## config.mk

```make
export PLATFORM = sky130hd
export DESIGN_NAME = dpot_spi_ctrl
export DESIGN_NICKNAME = d
export VERILOG_FILES = /design/src/rtl/dpot_spi_ctrl.sv
export SDC_FILE = /design/constraint.sdc
export NUM_CORES = 1
export LEC_CHECK = 0
export BUFFER_PORTS_ARGS = -buffer_cell sky130_fd_sc_hd__clkbuf_2
export CORE_MARGIN = 4
export CORE_UTILIZATION = 50
export CTS_CLUSTER_DIAMETER = 40
export DETAILED_ROUTE_END_ITERATION = 10
export GPL_TIMING_DRIVEN = 0
export MAX_ROUTING_LAYER = met4
export PLACE_DENSITY = 0.71
export SLEW_MARGIN = 10
export SYNTH_ARGS = -nofsm -noshare
export SYNTH_HDL_FRONTEND = slang
export SYNTH_SLANG_ARGS = --single-unit
```

## constraint.sdc

```tcl
create_clock -name clk -period 1.6 [get_ports clk]
set_input_delay 0.24 -clock clk [delete_from_list [all_inputs] [get_ports clk]]
set_output_delay 0.24 -clock clk [all_outputs]
set_load 0.01 [all_outputs]
```

## src/rtl/dpot_spi_ctrl.sv

```systemverilog
// ---------------------------------------------------------------------------
// dpot_spi_ctrl
//
// SPI serializer for the three digital potentiometers on the WAC board.
// One pot word plus a pot select is accepted through a valid/ready handshake.
// The word is shifted out MSB first in SPI mode 0 on the shared
// clkDpot/sdiDpot lines while only the selected pot's chip select is low.
// Completion is reported with a one-cycle doneStb. A command that names the
// nonexistent fourth pot is dropped and flagged with a one-cycle errSel.
//
// Ports:
//   clk       system clock, all logic on the rising edge
//   rst_n     synchronous reset, active-low
//   cmdValid  command present
//   cmdReady  block can accept a command (high only in IDLE)
//   cmdSel    target pot: 0 -> csDpot1, 1 -> csDpot2, 2 -> csDpot3, 3 illegal
//   cmdData   word to shift out, MSB first
//   busy      transaction in progress
//   doneStb   one-cycle pulse in the first IDLE cycle after a transaction
//   errSel    one-cycle pulse when a cmdSel=3 command is dropped
//   csDpot1..3  chip selects, active-low
//   sdiDpot   serial data to the pots
//   clkDpot   SPI clock, idle low, pots sample on the rising edge
//
// Parameters:
//   CLK_DIV   clk cycles per SPI half-period (>= 1)
//   DATA_W    bits per pot word (>= 2)
// ---------------------------------------------------------------------------
module dpot_spi_ctrl #(
  parameter int CLK_DIV = 4,
  parameter int DATA_W  = 16
) (
  input  logic              clk,
  input  logic              rst_n,
  input  logic              cmdValid,
  output logic              cmdReady,
  input  logic [1:0]        cmdSel,
  input  logic [DATA_W-1:0] cmdData,
  output logic              busy,
  output logic              doneStb,
  output logic              errSel,
  output logic              csDpot1,
  output logic              csDpot2,
  output logic              csDpot3,
  output logic              sdiDpot,
  output logic              clkDpot
);

  // Parameter sanity checks at elaboration time.
  generate
    if (CLK_DIV < 1) begin : gBadClkDiv
      $error("dpot_spi_ctrl: CLK_DIV must be at least 1");
    end
    if (DATA_W < 2) begin : gBadDataW
      $error("dpot_spi_ctrl: DATA_W must be at least 2");
    end
  endgenerate

  // Counter widths are clamped to 1 bit so CLK_DIV=1 still yields a legal
  // vector; with a single-cycle phase the counter simply stays at zero.
  localparam int DIV_W = (CLK_DIV > 1) ? $clog2(CLK_DIV) : 1;
  localparam int BIT_W = (DATA_W > 1) ? $clog2(DATA_W) : 1;
  localparam logic [DIV_W-1:0] DIV_LAST = DIV_W'(CLK_DIV - 1);
  localparam logic [BIT_W-1:0] BIT_LAST = BIT_W'(DATA_W - 1);

  typedef enum logic [2:0] {
    IDLE  = 3'd0,
    SETUP = 3'd1,
    HIGH  = 3'd2,
    LOW   = 3'd3,
    HOLD  = 3'd4,
    GAP   = 3'd5
  } stateT;

  stateT             state;
  logic [DIV_W-1:0]  divCnt;
  logic [BIT_W-1:0]  bitCnt;
  logic [DATA_W-1:0] shiftReg;
  logic              phaseEnd;

  // Handshake and status are pure decodes of the registered state, so
  // cmdReady is already high in the cycle that carries doneStb and a
  // back-to-back command can be taken there.
  assign cmdReady = (state == IDLE);
  assign busy     = (state != IDLE);
  assign phaseEnd = (divCnt == DIV_LAST);

  // Single sequencer: every phase lasts CLK_DIV cycles. All pin outputs are
  // assigned here so they come straight from flops. shiftReg keeps the
  // current bit in its MSB; sdiDpot is loaded from the next bit down on
  // entry to LOW so data only moves while clkDpot is low.
  always_ff @(posedge clk) begin
    if (!rst_n) begin
      state    <= IDLE;
      divCnt   <= '0;
      bitCnt   <= '0;
      shiftReg <= '0;
      csDpot1  <= 1'b1;
      csDpot2  <= 1'b1;
      csDpot3  <= 1'b1;
      sdiDpot  <= 1'b0;
      clkDpot  <= 1'b0;
      doneStb  <= 1'b0;
      errSel   <= 1'b0;
    end else begin
      doneStb <= 1'b0;
      errSel  <= 1'b0;

      if (state != IDLE) begin
        divCnt <= phaseEnd ? '0 : divCnt + 1'b1;
      end

      case (state)
        IDLE: begin
          divCnt <= '0;
          bitCnt <= '0;
          if (cmdValid) begin
            if (cmdSel == 2'd3) begin
              errSel <= 1'b1;
            end else begin
              state    <= SETUP;
              shiftReg <= cmdData;
              sdiDpot  <= cmdData[DATA_W-1];
              clkDpot  <= 1'b0;
              csDpot1  <= (cmdSel != 2'd0);
              csDpot2  <= (cmdSel != 2'd1);
              csDpot3  <= (cmdSel != 2'd2);
            end
          end
        end

        SETUP: begin
          if (phaseEnd) begin
            state   <= HIGH;
            clkDpot <= 1'b1;
          end
        end

        // The last HIGH goes to HOLD rather than LOW so sdiDpot keeps the
        // LSB until CS is released.
        HIGH: begin
          if (phaseEnd) begin
            clkDpot <= 1'b0;
            if (bitCnt == BIT_LAST) begin
              state <= HOLD;
            end else begin
              state    <= LOW;
              bitCnt   <= bitCnt + 1'b1;
              shiftReg <= shiftReg << 1;
              sdiDpot  <= shiftReg[DATA_W-2];
            end
          end
        end

        LOW: begin
          if (phaseEnd) begin
            state   <= HIGH;
            clkDpot <= 1'b1;
          end
        end

        HOLD: begin
          if (phaseEnd) begin
            state   <= GAP;
            csDpot1 <= 1'b1;
            csDpot2 <= 1'b1;
            csDpot3 <= 1'b1;
            sdiDpot <= 1'b0;
          end
        end

        // GAP keeps every CS high for a full phase, which is what makes an
        // immediate back-to-back command safe.
        GAP: begin
          if (phaseEnd) begin
            state    <= IDLE;
            doneStb  <= 1'b1;
            bitCnt   <= '0;
            shiftReg <= '0;
          end
        end

        default: begin
          state   <= IDLE;
          csDpot1 <= 1'b1;
          csDpot2 <= 1'b1;
          csDpot3 <= 1'b1;
          sdiDpot <= 1'b0;
          clkDpot <= 1'b0;
        end
      endcase
    end
  end

endmodule

```

==> reports/qor.yml <==
track_usage: 0.214
cts_tree: "done"
setup_ws_ns: 0.0543
setup_viol: 0
worst_pin_slew_ns: 0.462
max_stage_delay_ns: 0.40
synth_edf_count: 0
peakVddDrop_mv: 0.796
pwr-share-comb: 0.241
cp.arrival_ns: 1.79
gp_congestion: 0.807
yosysMostFrequentCell: "nand2_1"
drive_gt1_frac: 0.283
worst-setup-path-type: "reg2reg"
cts.htree.levels: 2
async_reset_ff_frac: 0
clk-insertion-delay-late_ns: 0.36
critPathSlowestCell: "dfxtp_4"
max_slew_margin: 0.692
vias: 1721
synth_area_leader_cell: "dfxtp_1"
post-synth-top-area-fraction: 0.345
ys_types: 42
rows: 21
crit_chain: "nor3_4 > buf_4 > a31oi_4 > a21o_1 > buf_6 > clkbuf_16 > mux2i_1"
cts_hold_buf: 0
root_buffer: "clkbuf_4"
yosysWarnings: 0
power.share.sequential: 0.425
antenna_found_initial: 0
start_util: 0.527
endpoint_kind: "flop"
wl_per_cell_um: 14.1
cp-start-kind: "flop"
n_antenna_cell: 0
skew_ns: 0.0158
finalCritPeriodShare: 0.966
intPower_w: 0.00144
die_area_sq_um: 4620
worstPathRequired_ns: 1.84
setup_tns_ns: 0
p_leak_nw: 0.989
ant_nets: 0
max_freq_ghz: 0.647
synth_seq_cells: 31
dr.first_iter.drc_count: 92
place_hpwl_um: 2890
die_height_um: 68.0
syn2layout_area_growth_pct: 27.1
gr-total-overflow: 0
path_clk_slew_ns: 0.11
synth_area_per_cell_sq_um: 8.00
numClockSinks: 31
p_sw_frac: 0.285
grt_pass1_vias: 1514
layout.nets: 291
routed_wl_um: 4450
crit_fanout: 9
synthCells: 225
final_util: 0.669
p_sw_w: 0.000572
ys.flop_type: "dfxtp_1"
path_buf_inv: 3
place_ws_ns: -0.135
max-cap-violations: 0
synthTopCellsByArea: "dfxtp_1 (34%), mux2i_1 (11%), nand2_1 (8.1%)"
finalHoldViolCount: 0
p_clk_frac: 0.334
syn_nets: 248
drtPass1Iterations: 4
powerDensity_nw_per_um2: 880
io_buffers: 28
grt_pass1_wl_um: 7070
drv_slew: 0
grt_max_degree: 11
ys_seq_area_frac: 0.345
hold_path.class: "in2reg"
cts_buffers: 5
drc: 0
max-clock-path-buffers: 2
die_w_um: 68.0
crit_family: "buffers and inverters"
drt-vias-per-instance: 5.46
period_needed_ns: 1.55
ys_top_cells_by_count: "nand2_1 (39), dfxtp_1 (31), mux2i_1 (20), nor2_1 (18)"
status: "complete, no violations"
boundaryPins: 30
synthesis.area_sq_um: 1800
core_sq_um: 3420
per-layer routing:
layer	wire length, um	up-vias	track usage
li1	-	864	-
met1	1990	796	0.263
met2	2130	51	0.333
met3	248	10	0.0591
met4	85	0	0.0769
met5	0	-	-
worst register-to-register path, stage by stage (launching register included):
cell and delay, ns:
dfxtp_4 0.40, nor3_4 0.24, buf_4 0.17, a31oi_4 0.04, a21o_1 0.18, buf_6 0.14
clkbuf_16 0.16, mux2i_1 0.11
cell families after synthesis:
| kind of cell | count (synthesis) | share of synthesized area |
|---|---|---|
| and+or+nand+nor | 87 | 0.227 |
| DFF | 31 | 0.345 |
| xor gates and xnor gates | 3 | 0.0146 |
| muxes | 21 | 0.118 |
| adders and majority gates | 2 | 0.0139 |
| AOI/OAI and AO/OA | 44 | 0.178 |
| buffers and inverters | 37 | 0.104 |
final cells by class:
class / count / area (sq um)
Sequential cell: 31 / 633
Clock buffer: 6 / 51.3
Multi-Input combinational cell: 157 / 1060
Inverter: 17 / 63.8
Timing Repair Buffer: 38 / 245
Buffer: 18 / 136
Clock inverter: 2 / 35.0
Tap cell: 46 / 57.6
Fill cell: 304 / 1130
path summary, 6_finish.rpt:
kind         cells past startpoint           to       from  slack (ns)
max                              7  shiftReg[8]   state[2]        0.05
min                              3       errSel   cmdValid        0.13
max reg2reg                      7  shiftReg[8]   state[2]        0.05
min reg2reg                      1    divCnt[0]  divCnt[0]        0.45
registers in the layout (all words and copies together) (netlist names):
| name | count |
|---|---|
| divCnt | 2 |
| bitCnt | 4 |
| sdiDpot | 1 |
| csDpot3 | 1 |
| errSel | 1 |
| doneStb | 1 |
| clkDpot | 1 |
| state | 3 |
| shiftReg | 15 |
| csDpot2 | 1 |
| csDpot1 | 1 |
cell usage in the layout, fill, tap and decap left out, types with 2 or more instances in the layout:
cell / netlist / routed
a21o_1: 2 / 2
o2111ai_1: 14 / 14
clkbuf_2: 0 / 30
nor2_1: 18 / 18
and3_1: 4 / 4
nor3_1: 2 / 2
dfxtp_2: 0 / 4
nor2b_1: 5 / 5
buf_4: 1 / 10
nor4_1: 2 / 2
o21ai_0: 16 / 16
nand2b_1: 3 / 3
a21oi_1: 2 / 2
dfxtp_1: 31 / 25
dfxtp_4: 0 / 2
buf_6: 3 / 5
ha_4: 0 / 2
inv_1: 16 / 16
clkbuf_1: 10 / 6
buf_12: 1 / 2
nand4_1: 3 / 3
nand2_1: 39 / 39
xor2_1: 2 / 2
nand3_1: 5 / 4
clkbuf_4: 0 / 6
mux2i_1: 20 / 20
power by group through the flow:
stage          Clock, W  Sequential [W]  Combinational (W)
3_5_place_dp          0        0.000873           0.000397
3_3_place_gp          0        0.000872           0.000391
2_1_floorplan         0        0.000872           0.000292
6_report       0.000671        0.000855           0.000484
5_1_grt        0.000713        0.000862           0.000530
4_1_cts        0.000674        0.000857           0.000442
per-stage QoR:
step	std cells	cell area [sq um]	power [W]	hold slack, ns
after floorplan	225	1800	0.00116	0.358
after global placement	299	2000	0.00126	0.423
after detailed placement	299	2000	0.00127	0.423
after CTS	309	2170	0.00197	0.121
after global routing	315	2290	0.00211	0.121
final	315	2290	0.00201	0.127
repair_timing:
item                                    4_1_cts  5_1_grt
gates resized for setup                      15       25
pin swaps                                     4        6
setup buffers                                 2        7
endpoints found under the setup margin       14       20
gates cloned                                  0        1
Note: power is estimated with default switching activity, not from simulation.
